[config.mk]
export PLATFORM = sky130hd
export DESIGN_NAME = hd_sched
export DESIGN_NICKNAME = d
export VERILOG_FILES = /design/src/rtl/hd_sched.sv
export SDC_FILE = /design/constraint.sdc
export NUM_CORES = 1
export LEC_CHECK = 0
export BUFFER_PORTS_ARGS = -buffer_cell sky130_fd_sc_hd__buf_2
export CAP_MARGIN = 25
export CORE_ASPECT_RATIO = 1.1
export CORE_MARGIN = 2
export CORE_UTILIZATION = 45
export CTS_CLUSTER_DIAMETER = 200
export CTS_CLUSTER_SIZE = 28
export DETAILED_ROUTE_END_ITERATION = 16
export PLACE_DENSITY = 0.66
export SYNTH_ARGS = -nofsm -noshare
export SYNTH_HDL_FRONTEND = slang
export SYNTH_SLANG_ARGS = --single-unit
[constraint.sdc]
create_clock -name clk -period 4.85 [get_ports clk]
set_input_delay 0.2425 -clock clk [delete_from_list [all_inputs] [get_ports clk]]
set_output_delay 0.2425 -clock clk [all_outputs]
set_load 0.005 [all_outputs]
[src/rtl/hd_sched.sv]
// Two-requester round-robin scheduler sharing one Hamming(7,4) correct-and-combine unit.
// Each request is decoded word by word over two cycles, then held until downstream accepts.
module hd_sched (
    input  logic       clk,
    input  logic       rst,
    input  logic       clr_cnt,
    input  logic       in_valid_a,
    input  logic       in_valid_b,
    output logic       in_ready_a,
    output logic       in_ready_b,
    input  logic [6:0] code_word1_a,
    input  logic [6:0] code_word2_a,
    input  logic [6:0] code_word1_b,
    input  logic [6:0] code_word2_b,
    output logic       out_valid,
    input  logic       out_ready,
    output logic [5:0] out_n,
    output logic       out_id,
    output logic [1:0] out_err,
    output logic [7:0] err_cnt
);

    typedef enum logic [1:0] {StIdle, StDec1, StDec2, StOut} state_e;

    state_e      state_q, state_d;
    logic [6:0]  cw1_q, cw1_d;
    logic [6:0]  cw2_q, cw2_d;
    logic        id_q, id_d;
    logic        last_q, last_d;
    logic [3:0]  c1_q, c1_d;
    logic        eb1_q, eb1_d;
    logic        err1_q, err1_d;
    logic [5:0]  out_n_q, out_n_d;
    logic        out_id_q, out_id_d;
    logic [1:0]  out_err_q, out_err_d;
    logic [7:0]  err_cnt_q, err_cnt_d;

    logic [6:0]  dec_cw;
    logic [2:0]  syn;
    logic [2:0]  pos;
    logic        dec_eb;
    logic [3:0]  dec_c;
    logic        dec_nz;
    logic [5:0]  c1_x, c2_x, combined;
    logic        idle, inc;

    // last_q = 1 means B was granted most recently, so A wins the next tie.
    assign idle       = (state_q == StIdle);
    assign in_ready_a = !rst && idle && in_valid_a && (!in_valid_b || last_q);
    assign in_ready_b = !rst && idle && in_valid_b && (!in_valid_a || !last_q);

    always_comb begin
        dec_cw = (state_q == StDec2) ? cw2_q : cw1_q;
        syn    = {dec_cw[6] ^ dec_cw[3] ^ dec_cw[2] ^ dec_cw[1],
                  dec_cw[5] ^ dec_cw[3] ^ dec_cw[2] ^ dec_cw[0],
                  dec_cw[4] ^ dec_cw[3] ^ dec_cw[1] ^ dec_cw[0]};
        case (syn)
            3'b110:  pos = 3'd2;
            3'b101:  pos = 3'd1;
            3'b011:  pos = 3'd0;
            3'b111:  pos = 3'd3;
            3'b001:  pos = 3'd4;
            3'b010:  pos = 3'd5;
            default: pos = 3'd6;
        endcase
        dec_eb = dec_cw[pos];
        dec_c  = dec_cw[3:0];
        if (pos < 3'd4) begin
            dec_c[pos[1:0]] = ~dec_c[pos[1:0]];
        end
        dec_nz = |syn;
    end

    // Both operands fit in 6 bits after doubling, so no overflow handling is needed.
    always_comb begin
        c1_x = {{2{c1_q[3]}}, c1_q};
        c2_x = {{2{dec_c[3]}}, dec_c};
        unique case ({eb1_q, dec_eb})
            2'b00:   combined = {c1_x[4:0], 1'b0} + c2_x;
            2'b01:   combined = {c1_x[4:0], 1'b0} - c2_x;
            2'b10:   combined = c1_x - {c2_x[4:0], 1'b0};
            default: combined = c1_x + {c2_x[4:0], 1'b0};
        endcase
    end

    always_comb begin
        state_d   = state_q;
        cw1_d     = cw1_q;
        cw2_d     = cw2_q;
        id_d      = id_q;
        last_d    = last_q;
        c1_d      = c1_q;
        eb1_d     = eb1_q;
        err1_d    = err1_q;
        out_n_d   = out_n_q;
        out_id_d  = out_id_q;
        out_err_d = out_err_q;
        inc       = 1'b0;
        unique case (state_q)
            StIdle: begin
                if (in_ready_a || in_ready_b) begin
                    cw1_d   = in_ready_b ? code_word1_b : code_word1_a;
                    cw2_d   = in_ready_b ? code_word2_b : code_word2_a;
                    id_d    = in_ready_b;
                    last_d  = in_ready_b;
                    state_d = StDec1;
                end
            end
            StDec1: begin
                c1_d    = dec_c;
                eb1_d   = dec_eb;
                err1_d  = dec_nz;
                inc     = dec_nz;
                state_d = StDec2;
            end
            StDec2: begin
                out_n_d   = combined;
                out_id_d  = id_q;
                out_err_d = {err1_q, dec_nz};
                inc       = dec_nz;
                state_d   = StOut;
            end
            StOut: begin
                if (out_ready) begin
                    state_d = StIdle;
                end
            end
            default: state_d = StIdle;
        endcase

        err_cnt_d = err_cnt_q;
        if (clr_cnt) begin
            err_cnt_d = 8'd0;
        end else if (inc && err_cnt_q != 8'hff) begin
            err_cnt_d = err_cnt_q + 8'd1;
        end
    end

    always_ff @(posedge clk) begin
        if (rst) begin
            state_q   <= StIdle;
            cw1_q     <= 7'd0;
            cw2_q     <= 7'd0;
            id_q      <= 1'b0;
            last_q    <= 1'b1;
            c1_q      <= 4'd0;
            eb1_q     <= 1'b0;
            err1_q    <= 1'b0;
            out_n_q   <= 6'd0;
            out_id_q  <= 1'b0;
            out_err_q <= 2'd0;
            err_cnt_q <= 8'd0;
        end else begin
            state_q   <= state_d;
            cw1_q     <= cw1_d;
            cw2_q     <= cw2_d;
            id_q      <= id_d;
            last_q    <= last_d;
            c1_q      <= c1_d;
            eb1_q     <= eb1_d;
            err1_q    <= err1_d;
            out_n_q   <= out_n_d;
            out_id_q  <= out_id_d;
            out_err_q <= out_err_d;
            err_cnt_q <= err_cnt_d;
        end
    end

    assign out_valid = (state_q == StOut);
    assign out_n     = out_n_q;
    assign out_id    = out_id_q;
    assign out_err   = out_err_q;
    assign err_cnt   = err_cnt_q;

endmodule

== Word-level counts from Yosys, hierarchy flattened ==
Cells that the tools add are included.
W data, S select, Z words.

* Register bits after elaboration: 41
* Input port bits: 34
* Output and inout port bits: 20
* Word-level logic and storage cells: 83

* Add/sub/neg operators: 5
* Order comparisons: 4
* Eq/ne operators: 14
* Multiplexer cells: 17
* Bitwise logic cells: 10
* Reductions and logical operators: 21

{| class="wikitable"
|+ Operators by type and width
! cell !! number
|-
| $mux W7 || 3
|-
| $pmux W3 S6 || 1
|-
| $pmux W6 S3 || 1
|-
| $eq A3 B3 Y1 const B || 3
|-
| $xor A1 B1 Y1 || 9
|-
| $add A8 B1 Y8 const B || 1
|-
| $ne A8 B8 Y1 const B || 1
|-
| $pmux W2 S4 || 1
|-
| $logic_and A1 B1 Y1 || 7
|-
| $add A4 B5 Y6 || 1
|-
| $add A5 B4 Y6 || 1
|-
| $eq A2 B2 Y1 const B || 3
|-
| $eq A3 B2 Y1 const B || 2
|-
| $sub A4 B5 Y6 || 1
|-
| $sub A5 B4 Y6 || 1
|-
| $bwmux W4 || 1
|-
| $eq A2 B1 Y1 const B || 2
|-
| $logic_not A1 Y1 || 4
|-
| $logic_not A2 Y1 || 2
|-
| $lt A3 B4 Y1 const B || 1
|-
| $mux W1 || 4
|-
| $mux W2 || 2
|-
| $mux W4 || 1
|-
| $ne A2 B1 Y1 const B || 2
|-
| 12 further kinds || 16
|}

== Logic depth before layout (Yosys ltp) ==
Gate-level depths: netlist of run 1.

* Word-level depth: 15
* Depth in mapped cells: 21
* Depth with buffers taken out: 18

== Worst setup path after synthesis of run 1 ==
No wires, ideal clock.

* Kind: flip-flop to flip-flop
* Start point: register state_q[0]
* End point: register out_n_q[5] (netlist: out_n[5])
* Setup time: 0.079 ns
* Arrival: 4.146 ns
* Slack: 0.625 ns
* Cell stages (with the launch flop): 21
* Path buffers: 4
* Cell sequence: dfxtp_1 > inv_1 > ha_1 > buf_4 > buf_4 > buf_4 > o32ai_2 > a21oi_1 > or4_1 > buf_2 > nand2_1 > nand2_1 > xor2_1 > fa_1 > a21o_1 > a21oi_1 > xnor2_1 > nand2b_1 > or4_1 > a21o_1 > o211ai_1

* Longest elaborated chain between the ends: 15
* Elaborated cells on any way between the ends: 39

{| class="wikitable"
|+ Ends and longest elaborated chain
! what !! RTL line !! source
|-
| start, declared || 25 || <nowiki>state_e state_q, state_d;</nowiki>
|-
| start signal, assigned || 141 || <nowiki>state_q <= StIdle;</nowiki>
|-
| start signal, assigned || 154 || <nowiki>state_q <= state_d;</nowiki>
|-
| $eq A2 B2 Y1 * || 53, 99 ||
|-
| $mux W7 || 53 || <nowiki>dec_cw = (state_q == StDec2) ? cw2_q : cw1_q;</nowiki>
|-
| $xor A1 B1 Y1, on equally long branches (3 in series) || 56, 54, 55 ||
|-
| $eq A3 B2 Y1, or another cell as far along || 57 || <nowiki>case (syn)</nowiki>
|-
| $pmux W3 S6 || 57 ||
|-
| $lt A2 B3 Y1 (not written as such) or $ge A2 B1 Y1 (tied branches) || 69 || <nowiki>dec_c[pos[1:0]] = ~dec_c[pos[1:0]];</nowiki>
|-
| $logic_and A1 B1 Y1 (not written as such) || 69 ||
|-
| $mux W1 (not written as such) || 69 ||
|-
| $demux W1 S2 || 69 ||
|-
| $bwmux W4 || 69 ||
|-
| $mux W4 || 68 || <nowiki>if (pos < 3'd4) begin</nowiki>
|-
| $add A4 B5 Y6, or another cell as far along || 82 || <nowiki>default: combined = c1_x + {c2_x[4:0], 1'b0};</nowiki>
|-
| $pmux W6 S3 || 78 || <nowiki>unique case ({eb1_q, dec_eb})</nowiki>
|-
| end signal, assigned || 162 || <nowiki>out_n_q <= out_n_d;</nowiki>
|-
| end, declared || 33 || <nowiki>logic [5:0] out_n_q, out_n_d;</nowiki>
|}

Every way passes the cells marked *; elsewhere a longest branch is shown, timed or not. The select of a mux whose other input is x is not followed.
A chain may end at the register's enable or synchronous reset.

== Worst setup path after layout of run 1 ==
Same ends and word-level chain as after synthesis.

==> results of run 1 <==
[cell type report]
class,count,area (sq um),area share (%)
Multi-Input combinational cell,293,2260,61.4
Sequential cell,41,821,22.3
Timing Repair Buffer,61,340,9.23
Tap cell,85,106,2.88
Clock buffer,5,68.8,1.87
Inverter,18,67.6,1.83
Clock inverter,3,21.3,0.577
[registers in the layout, summed over array words and instances (netlist names)]
register	flops
cw1_q	7
id_q	1
out_id	1
last_q	1
eb1_q	1
err1_q	1
err_cnt	8
state_q	2
out_err	2
cw2_q	7
c1_q	4
out_n	6
[worst min-delay path, cell delays in order]
cell and delay, ps:
buf_2 100, nor2_1 90, a211oi_1 50
[cell families after synthesis]
kind of cell               after synthesis  synth area share [%]
and+or+nand+nor                        118                  17.6
xor gates and xnor gates                26                  8.30
AOI/OAI and AO/OA                       87                  20.7
muxes                                   41                  13.9
DFF                                     41                  25.1
adders and majority gates               21                  8.42
buffers and inverters                   42                  5.89
[final timing paths]
path	from	endpoint	slack [ps]	cells past startpoint
max	state_q[0]	out_n[5]	350	17
min	code_word1_b[4]	cw1_q[4]	230	3
max reg2reg	state_q[0]	out_n[5]	350	17
min reg2reg	id_q	id_q	480	2
[power by group through the flow]
stage	clock (mW)	combinational, mW	sequential, mW
final	0.239	1.97	0.515
after global placement	0	1.93	0.521
after detailed placement	0	1.94	0.521
after CTS	0.248	1.96	0.515
after floorplan	0	1.61	0.477
after global routing	0.261	2.19	0.529
[routing by layer]
layer | vias up | GRT usage, %
li1 | 1455 | -
met1 | 1365 | 28.1
met2 | 65 | 32.9
met3 | 8 | 2.74
met4 | 0 | 5.29
met5 | - | 0
[cells in the mapped netlist (all sizes together) (2+ instances only)]
library cell | count | area share, %
nor3 | 8 | 1.2
a311oi | 3 | 0.80
or3 | 3 | 0.57
or4 | 4 | 1.0
a21oi | 14 | 2.3
dfxtp | 41 | 25
xnor2 | 14 | 4.2
fa | 2 | 1.2
clkbuf | 11 | 1.3
a2111oi | 2 | 0.92
nand3 | 10 | 1.5
nand2 | 17 | 2.0
o2111a | 2 | 0.69
a32o | 2 | 0.61
a21o | 5 | 1.1
nor4 | 6 | 1.3
a21boi | 2 | 0.46
mux2i | 34 | 11
o211ai | 8 | 2.1
o31ai | 3 | 0.69
a211o | 3 | 0.80
o21ai | 8 | 1.2
a211oi | 23 | 5.6
nand2b | 5 | 0.96
a31oi | 2 | 0.38
buf | 13 | 2.6
nor2 | 52 | 6.0
inv | 18 | 2.1
xor2 | 10 | 2.7
nor2b | 2 | 0.38
nor3b | 2 | 0.61
or2 | 2 | 0.38
xnor3 | 2 | 1.4
ha | 18 | 6.9
mux2 | 7 | 2.8
nor4b | 2 | 0.54
==> summary.txt, run 1 <==
N_diodes - 0
Post-CTS setup buffer count - 0
Final WL - 7530 microns
WL met1 - 3620 microns
FF+latch count, synth - 41
Routed wl met2 - 3560 microns
Leakage dissipation - 1.49 nW
Comb pwr share - 72.3%
Worst Tran Pin Value - 983 ps
Count of cell types in the netlist - 69
Critical Path AT - 4730 ps
H-tree depth - 2
First-pass DRT Iterations - 4
Via Count - 2,893
P_sw - 1.32 mW
Final worst-path setup slack - 352 ps
Max Fclk - 222 MHz
Area grow syn2layout - 12.8%
Initial antenna violation count - 0
Worst vdd ir - 0.298 mV
Post-cts hold buffer count - 0
Post-route cell area - 0.00369 sq mm
Met3 WL post-DR - 267 microns
Most common library cell in the layout ignoring fill and taps - buf_2
Final worst path period share - 92.7%
Setup violators final - 0
Fillers - 693
First-pass GRT wire length - 13,200 microns
Maximum clock insertion buffer count - 2
Placed insts - 497
CP Max Fanout - 13
Asr flop ratio synth - 0%
# resized after CTS - 0
Worst path max stage delay - 550 ps
Post-synthesis sequential area ratio - 25.1%
Die ar. - 0.00796 sq mm
Num CTS Buffers - 5
Cell count after synthesis - 376
I/O pin count - 54
Pre-CTS WS - 380 ps
Pins Over Slew Limit - 0
Drt initial violations - 154
Power share of the sequential group - 18.9%
HPWL Detailed - 5610 microns
Yosys warns - 0
Die height - 93.4 microns
Worst Hold Class - in2reg
Gpl congestion - 0.871
Post-synth EDFFs - 0
Clk pin slew, worst setup/hold paths - 90 ps
Total clock sinks - 41
Crit path buf inv count - 2
Die width - 85.3 microns
Slew margin rel. - 33.9%
CP max-delay cell - or4_1
DP Area - 0.00358 sq mm
CP Cell Sequence - inv_1, ha_2, buf_4, mux2i_4, a211oi_1, or4_1, nand2_1, nand2_1, xor2_1, fa_1, a21o_1, a21oi_1, xnor2_1, nand2b_1, or4_1, a21o_1, o211ai_1
Startpoint Class - flip-flop
Setup TNS after final layout - 0 ps
Largest net degree at the start of global routing - 37
DRT antenna net count - 0
Syn nets - 430
Grt total ovfl - 0
Vias per inst - 5.72
Post-layout util - 52.3%
Unrepaired setup endpoints after global routing - no
Net count reported at finish - 474
Primary FF master, synth - dfxtp_1
Crit path time final - 4500 ps
Avg WL per Cell - 14.9 microns
Worst Setup End Kind - flip-flop
Vias in the first global route - 2,770
Max Cap Viol - 0
Number of port buffers - 53
Min Hold Slack - 226 ps
Net Sw Frac - 48.4%
CTS tree - done
Fin. Hold Viols - 0
Total chip power - 2.72 mW
Clock Latency Late Sink - 300 ps
Family with the most delay on the worst path - simple AND/OR/NAND/NOR gates
Clk_skew - 10.3 ps
Effective utilization at floorplan - 46.4%
Cell area power density - 737 mW/mm^2
Non-Filler Instances - 506
Avg Synthesized Cell Area - 8.70 sq um
Commonest non-fill, non-tap cells in the layout - buf_2 (53), nor2_1 (52), dfxtp_1 (41)
Critical path type - reg2reg
Num rows - 32
Max layer used - met4
Total GRT Usage - 20.2%
Drt drc - 0
Post-synthesis cell area - 0.00327 sq mm
Clock power frac - 8.8%
Core footprint - 0.00705 sq mm
Internal Power - 1.40 mW
CTS root buf - clkbuf_8
Worst EP required - 5080 ps
Outcome - completed
Share of layout cells above drive strength 1 - 23.5%
Note: power is estimated with default switching activity, not from simulation.
==> run 2: changes to the inputs <==
--- a/config.mk
+++ b/config.mk
@@ -8,7 +8,6 @@
 export BUFFER_PORTS_ARGS = -buffer_cell sky130_fd_sc_hd__buf_2
 export CAP_MARGIN = 25
 export CORE_ASPECT_RATIO = 1.1
-export CORE_MARGIN = 2
 export CORE_UTILIZATION = 45
 export CTS_CLUSTER_DIAMETER = 200
 export CTS_CLUSTER_SIZE = 28
==> summary.txt, run 2 (synthesis gave the netlist of run 1 again) <==
Most common library cell in the layout ignoring fill and taps - buf_2 (unchanged)
Effective utilization at floorplan - 46.7% (was 46.4%)
Die height - 91.4 microns (was 93.4 microns)
Post-cts hold buffer count - 0 (unchanged)
Drt drc - 0 (unchanged)
Slew margin rel. - 50.3% (was 33.9%)
Critical Path AT - 4630 ps (was 4730 ps)
Share of layout cells above drive strength 1 - 23.5% (unchanged)
Clk pin slew, worst setup/hold paths - 100 ps (was 90 ps)
First-pass DRT Iterations - 4 (unchanged)
First-pass GRT wire length - 13,000 microns (was 13,200 microns)
Via Count - 2,920 (was 2,893)
Worst vdd ir - 0.312 mV (was 0.298 mV)
Worst Hold Class - in2reg (unchanged)
DRT antenna net count - 0 (unchanged)
Num rows - 32 (unchanged)
CTS root buf - clkbuf_8 (unchanged)
Initial antenna violation count - 0 (unchanged)
Vias in the first global route - 2,765 (was 2,770)
N_diodes - 0 (unchanged)
Number of port buffers - 53 (unchanged)
Max reg flops - 8 (unchanged)
Num CTS Buffers - 5 (unchanged)
I/O pin count - 54 (unchanged)
CP Max Fanout - 14 (was 13)
Drt initial violations - 171 (was 154)
HPWL Detailed - 5510 microns (was 5610 microns)
Worst Tran Pin Value - 744 ps (was 983 ps)
H-tree depth - 2 (unchanged)
Avg WL per Cell - 15.1 microns (was 14.9 microns)
Gpl congestion - 0.880 (was 0.871)
Max Fclk - 228 MHz (was 222 MHz)
Crit path time final - 4390 ps (was 4500 ps)
Max Cap Viol - 0 (unchanged)
Leakage dissipation - 1.49 nW (about the same)
Net count reported at finish - 474 (unchanged)
Pins Over Slew Limit - 0 (unchanged)
Final worst path period share - 90.4% (was 92.7%)
Fillers - 655 (was 693)
Total chip power - 2.78 mW (was 2.72 mW)
Startpoint Class - flip-flop (unchanged)
Clk_skew - 7.40 ps (was 10.3 ps)
Worst Setup End Kind - flip-flop (unchanged)
Commonest non-fill, non-tap cells in the layout - buf_2 (53), nor2_1 (52), dfxtp_1 (41) (unchanged)
Largest net degree at the start of global routing - 37 (unchanged)
Total GRT Usage - 20.8% (was 20.2%)
Final WL - 7630 microns (was 7530 microns)
Grt total ovfl - 0 (unchanged)
Post-CTS setup buffer count - 0 (unchanged)
Placed insts - 496 (was 497)
Worst EP required - 5090 ps (was 5080 ps)
# resized after CTS - 0 (unchanged)
Die width - 83.3 microns (was 85.3 microns)
Setup violators final - 0 (unchanged)
Maximum clock insertion buffer count - 2 (unchanged)
Non-Filler Instances - 506 (unchanged)
Area grow syn2layout - 12.8% (unchanged)
CTS tree - done (unchanged)
Cell area power density - 755 mW/mm^2 (was 737 mW/mm^2)
Core footprint - 0.00701 sq mm (was 0.00705 sq mm)
Fin. Hold Viols - 0 (unchanged)
Total clock sinks - 41 (unchanged)
Critical path type - reg2reg (unchanged)
Clock Latency Late Sink - 310 ps (was 300 ps)
Vias per inst - 5.77 (was 5.72)
Setup TNS after final layout - 0 ps (unchanged)
Outcome - completed (unchanged)
Die ar. - 0.00761 sq mm (was 0.00796 sq mm)
Unrepaired setup endpoints after global routing - no (unchanged)
run 2: cell count changes in the layout (fill, tap and decap cells not counted):
cell	change
clkbuf_4	+1
buf_4	-1
run 2: path summary, 6_finish.rpt:
kind / from / end / slack, ps / depth (start not counted)
max: state_q[0] / out_n[5] / 460 / 19
min: code_word2_b[5] / cw2_q[5] / 210 / 3
max reg2reg: state_q[0] / out_n[5] / 460 / 19
min reg2reg: out_n[1] / out_n[1] / 480 / 2
run 2: critical path: stages (launching register included):
cell and delay, ps:
dfxtp_1 350, inv_1 110, ha_2 450, buf_4 270, nor2_1 60, a32o_1 260
a2111oi_2 200, nor3b_1 110, or4_1 430, nand2_1 110, nand2_1 80, xor2_1 190
fa_1 450, a21o_1 170, a21oi_1 160, xnor2_1 90, nand2b_1 160, or4_1 420
a21o_1 160, o211ai_1 80
run 2: per-layer routing:
layer / up-vias / routed length (microns) / track usage [%]
met5: - / 0 / 0
met4: 0 / 118 / 7.04
met3: 12 / 350 / 3.27
met2: 75 / 3610 / 36.0
met1: 1369 / 3550 / 26.3
li1: 1464 / - / -
run 2: power by group:
part	switching, mW	leakage [nW]	internal [mW]	total (mW)
Clock	0.141	0.0445	0.102	0.244
Combinational	1.12	1.11	0.901	2.03
Sequential	0.101	0.334	0.413	0.513
Total	1.37	1.49	1.42	2.78
run 2: final cells by class:
| cell class | instances | area [sq um] | share of cell area (%) |
|---|---|---|---|
| Clock buffer | 5 | 68.8 | 1.87 |
| Multi-Input combinational cell | 293 | 2260 | 61.4 |
| Inverter | 18 | 67.6 | 1.83 |
| Tap cell | 85 | 106 | 2.88 |
| Timing Repair Buffer | 61 | 340 | 9.23 |
| Sequential cell | 41 | 821 | 22.3 |
| Clock inverter | 3 | 21.3 | 0.577 |
run 2: stage by stage:
stage / utilization (%) / hold WS, ps / cell area [sq um] / worst slack (ps)
global placement: 50.8 / 467 / 3560 / 544
global route: 52.6 / 207 / 3690 / 148
CTS: 52.3 / 207 / 3660 / 430
finish: 52.6 / 211 / 3690 / 464
floorplan: - / 425 / 3270 / 625
detailed placement: 51.0 / 470 / 3570 / 453
